$ cat config.mk
export PLATFORM = sky130hd
export DESIGN_NAME = serial_parity_rx
export DESIGN_NICKNAME = d
export VERILOG_FILES = /design/src/rtl/serial_parity_rx.sv
export SDC_FILE = /design/constraint.sdc
export NUM_CORES = 1
export LEC_CHECK = 0
export BUFFER_PORTS_ARGS = -buffer_cell sky130_fd_sc_hd__buf_2
export CAP_MARGIN = 15
export CORE_AREA = 2 2 55 57
export CTS_CLUSTER_DIAMETER = 30
export DETAILED_ROUTE_END_ITERATION = 7
export DIE_AREA = 0 0 57 59
export GPL_TIMING_DRIVEN = 0
export HOLD_SLACK_MARGIN = 0.12
export PLACE_DENSITY_LB_ADDON = 0.2
export SLEW_MARGIN = 20
export SYNTH_ARGS = -nofsm -noshare
export SYNTH_HDL_FRONTEND = slang
export SYNTH_SLANG_ARGS = --single-unit
$ cat constraint.sdc
create_clock -name clk -period 2.1 [get_ports clk]
set_input_delay 0.105 -clock clk [delete_from_list [all_inputs] [get_ports clk]]
set_output_delay 0.105 -clock clk [all_outputs]
set_load 0.005 [all_outputs]
$ cat src/rtl/serial_parity_rx.sv
`default_nettype none
// ============================================================================
// Module   : serial_parity_rx
// Purpose  : Bit-strobed serial receiver for start / DATA_W data (LSB first) /
//            even parity / stop frames. Delivers each word over valid/ready.
//            Optional saturating error counter enabled by `define ERR_COUNT_EN.
// Revision : 1.0 - initial release
// ============================================================================
module serial_parity_rx #(
    parameter int DATA_W = 8
) (
    input  logic              clk,
    input  logic              rst_n,
    input  logic              bit_en,
    input  logic              rx,
    output logic [DATA_W-1:0] data_out,
    output logic              par_err,
    output logic              frame_err,
    output logic              overrun,
    output logic              valid,
    input  logic              ready
`ifdef ERR_COUNT_EN
    ,
    output logic [7:0]        err_count
`endif
);

    localparam int              CNT_W  = (DATA_W > 1) ? $clog2(DATA_W) : 1;
    localparam logic [CNT_W-1:0] C_LAST = CNT_W'(DATA_W - 1);

    typedef enum logic [1:0] {
        IDLE   = 2'd0,
        DATA   = 2'd1,
        PARITY = 2'd2,
        STOP   = 2'd3
    } state_t;

    state_t             r_state;
    logic [CNT_W-1:0]   r_cnt;
    logic [DATA_W-1:0]  r_shift;
    logic               r_par;
    logic               r_drop;

    logic [DATA_W-1:0]  w_shift_next;
    logic               w_par_err;
    logic               w_frame_err;
    logic               w_done;
    logic               w_accept;

    // New bits enter at the MSB so the first data bit lands at bit 0.
    generate
        if (DATA_W == 1) begin : g_shift_single
            assign w_shift_next = rx;
        end else begin : g_shift_multi
            assign w_shift_next = {rx, r_shift[DATA_W-1:1]};
        end
    endgenerate

    assign w_par_err   = ^{r_shift, r_par};
    assign w_frame_err = ~rx;
    assign w_done      = bit_en && (r_state == STOP);
    assign w_accept    = !valid || ready;

    always_ff @(posedge clk or negedge rst_n) begin
        if (!rst_n) begin
            r_state   <= IDLE;
            r_cnt     <= '0;
            r_shift   <= '0;
            r_par     <= 1'b0;
            r_drop    <= 1'b0;
            data_out  <= '0;
            par_err   <= 1'b0;
            frame_err <= 1'b0;
            overrun   <= 1'b0;
            valid     <= 1'b0;
        end else begin
            if (valid && ready) begin
                valid <= 1'b0;
            end
            if (bit_en) begin
                case (r_state)
                    IDLE: begin
                        if (!rx) begin
                            r_state <= DATA;
                            r_cnt   <= '0;
                        end
                    end
                    DATA: begin
                        r_shift <= w_shift_next;
                        r_cnt   <= r_cnt + 1'b1;
                        if (r_cnt == C_LAST) begin
                            r_state <= PARITY;
                        end
                    end
                    PARITY: begin
                        r_par   <= rx;
                        r_state <= STOP;
                    end
                    STOP: begin
                        // A stop bit of 0 is reported, never reused as a start bit.
                        r_state <= IDLE;
                        if (w_accept) begin
                            data_out  <= r_shift;
                            par_err   <= w_par_err;
                            frame_err <= w_frame_err;
                            overrun   <= r_drop;
                            valid     <= 1'b1;
                            r_drop    <= 1'b0;
                        end else begin
                            r_drop    <= 1'b1;
                        end
                    end
                    default: r_state <= IDLE;
                endcase
            end
        end
    end

`ifdef ERR_COUNT_EN
    // Counts every completed bad frame, including ones dropped by overrun.
    always_ff @(posedge clk or negedge rst_n) begin
        if (!rst_n) begin
            err_count <= 8'd0;
        end else if (w_done && (w_par_err || w_frame_err) && (err_count != 8'hFF)) begin
            err_count <= err_count + 8'd1;
        end
    end
`endif

endmodule
`default_nettype wire

==> impl_metrics.json <==
{
  "status": "complete, no violations",
  "cp_slowest_cell": "dfrtp_1",
  "synth_top_family_by_area": "simple AND/OR/NAND/NOR gates",
  "synth-compound-area-share": 0.0518,
  "ctsRootBufferMaster": "clkbuf_4",
  "cts_made_buffers": 3,
  "drc_errors": 0,
  "num_rows": 19,
  "wl_um": 1920,
  "pwr-share-seq": 0.453,
  "power_leakage_nw": 0.694,
  "ant_nets": 0,
  "grt_pass1_vias": 765,
  "design.core.area_um2": 2710,
  "swShare": 0.351,
  "grt_overflow": 0,
  "fin_crit_sh": 0.797,
  "slew_viol_final": 0,
  "syn_area_per_cell_um2": 11.7,
  "slew_headroom": 0.608,
  "grt_max_degree": 28,
  "cts_tree": "done",
  "clk_path_buf_depth": 2,
  "drive_above_1_share": 0.176,
  "cp_top_family": "flip-flops",
  "syn_to_final_growth_pct": 16.0,
  "muxShareOfSynthArea": 0.117,
  "post_synth_num_cell_types": 19,
  "post-cts-setup-buffers": 0,
  "cp_max_fo": 10,
  "setup_viol_count_final": 0,
  "powerDensity_nw_per_um2": 1520,
  "ios": 17,
  "worstSetupPathType": "reg2reg",
  "start_util": 0.437,
  "dpl.cell_count": 148,
  "tightest_slew_ps": 588,
  "cts-resized-gates": 0,
  "ys_warn_count": 0,
  "dp_hpwl_um": 1360,
  "port_buffers": 16,
  "hold_violations": 0,
  "ir_drop_v": 0.000816,
  "setup.worst_path.end_class": "flop",
  "required_ps": 2340,
  "rsz0062_at_grt": "false",
  "h-tree-depth": 1,
  "crit_chain": "ha_1 -> nand2_1 -> nor2b_1 -> buf_1 -> mux2_4",
  "fin_cells": 156,
  "switchingPower_w": 0.000733,
  "syn-num-nets": 112,
  "dieArea_um2": 3360,
  "finish.utilization": 0.506,
  "worst_hold_path_type": "in2async",
  "nNetsFinal": 137,
  "synth_seq_cells": 27,
  "slowest_delay_ps": 420,
  "grt_pass1_wl_um": 3390,
  "tns_ps": 0,
  "vias": 754,
  "critPathArrivalTime_ps": 1910,
  "synth_seq_area_share": 0.571,
  "fin_crit_ps": 1670,
  "diodes": 0,
  "via_per_inst": 4.83,
  "syn_inst": 101,
  "drv_cap": 0,
  "finClkSkew_ps": 4.49,
  "gp_congestion": 0.718,
  "synth_simple_gate_area_frac": 0.121,
  "p_clk_frac": 0.113,
  "drtPass1Iterations": 4,
  "cts_sinks": 27,
  "critical_path_buf_inv_count": 1,
  "clock_latency_ps": 330,
  "synthAdderAreaFrac": 0.0634,
  "share_comb_of_total_power": 0.434,
  "track_usage": 0.132,
  "cts.clk_slew.worst_paths_ps": 160,
  "synth_xor_area_frac": 0.0634,
  "wl_per_cell_um": 12.3,
  "fp.dieH_um": 59,
  "worstSetupStartpointType": "flop",
  "die_w_um": 57,
  "p_int_w": 0.00135,
  "antenna_found_initial": 0,
  "timing.fmax_mhz": 598,
  "drtIter0Drc": 11,
  "syn_area_um2": 1180
}
==> cell families after synthesis <==
| kind of cell | count (synthesis) |
|---|---|
| DFF | 27 |
| and+or+nand+nor | 36 |
| muxes | 12 |
| buffers and inverters | 4 |
| AOI/OAI and AO/OA | 9 |
| adders and majority gates | 6 |
| xor gates and xnor gates | 7 |
==> timing repair <==
item                       in CTS  in global routing
hold buffers                    4                  0
hold endpoints to repair       32                  0
setup endpoints to repair       0                  0
==> flip-flops by register name, summed over array words and instances, names as in the netlist <==
register and count:
data_out 8, r_shift 8, r_cnt 3, r_state 2, frame_err 1, overrun 1, par_err 1, r_drop 1
r_par 1, valid 1
==> power groups by stage <==
stage                     logic [W]  registers, W  clock network [W]
after global routing        0.00103      0.000992           0.000267
after floorplan            0.000685      0.000940                  0
final                      0.000906      0.000946           0.000235
after detailed placement   0.000920      0.000965                  0
after global placement     0.000889      0.000952                  0
after CTS                  0.000928      0.000951           0.000244
==> area by class of cell <==
cell class / instances / area [um^2]
repair buffers: 20 / 120
well taps: 31 / 38.8
inverters: 3 / 11.3
clock inverters: 1 / 7.51
fillers: 245 / 1340
plain buffers: 1 / 3.75
multi-input cells: 70 / 493
clock buffers: 3 / 22.5
flip-flops and latches: 27 / 676
==> cell usage after synthesis <==
cell      count  area [um^2]
nand2b_1      1         6.26
xnor3_1       1         22.5
nor2_1        1         3.75
nand2_1      31          116
a32o_1        2         20.0
mux2_4        1         15.0
a21oi_1       2         10.0
xnor2_1       5         43.8
nor2b_1       1         6.26
dfrtp_1      27          676
a21boi_2      1         11.3
ha_1          6         75.1
xor2_1        1         8.76
buf_1         1         3.75
mux2_1       11          124
nor3_1        1         5.00
nand3_1       1         5.00
o21ai_1       4         20.0
inv_1         3         11.3
==> cell usage in the layout, fill, tap and decap left out, drive strengths merged <==
cell	netlist	final
xor2	1	1
nand2b	1	1
dfrtp	27	27
dlygate4sd3	0	4
ha	6	6
nor3	1	1
buf	1	17
o21ai	4	4
a21boi	1	1
nand2	31	31
a21oi	2	2
xnor3	1	1
nand3	1	1
clkbuf	0	3
nor2	1	1
mux2	12	12
nor2b	1	1
xnor2	5	5
a32o	2	2
clkinvlp	0	1
inv	3	3
==> worst register-to-register path: stages, from the launching register on <==
cell and delay [ps]:
dfrtp_1 420, ha_1 210, nand2_1 80, nor2b_1 160, buf_1 380, mux2_4 340
==> stage by stage <==
step | setup WS [ps] | hold WS [ps] | power, W | instance area (um^2)
after floorplan | 609 | -191 | 0.00162 | 1180
after global placement | 411 | 140 | 0.00184 | 1300
after detailed placement | 413 | 150 | 0.00189 | 1300
after CTS | 417 | 309 | 0.00212 | 1370
after global routing | 233 | 324 | 0.00229 | 1370
final | 426 | 288 | 0.00209 | 1370
==> routing by layer <==
layer / vias up / share of wire / global-route usage / wire (um)
met3: 2 / 0.031 / 0.0218 / 60
met1: 358 / 0.47 / 0.173 / 913
met4: 0 / 0.011 / 0.0465 / 21
met2: 14 / 0.48 / 0.223 / 928
li1: 380 / - / - / -
met5: - / 0 / 0 / 0
==> worst paths after layout <==
path                          endpoint  slack (ps)  cells after the start         from
max in group asynchronous   r_shift[7]        1430                      2        rst_n
setup reg to reg               par_err         430                      5   r_state[0]
setup / recovery               par_err         430                      5   r_state[0]
hold reg to reg            data_out[0]         480                      2  data_out[0]
min in group clk           data_out[0]         480                      2  data_out[0]
hold / removal             data_out[7]         290                      2        rst_n
Note: power is estimated with default switching activity, not from simulation.
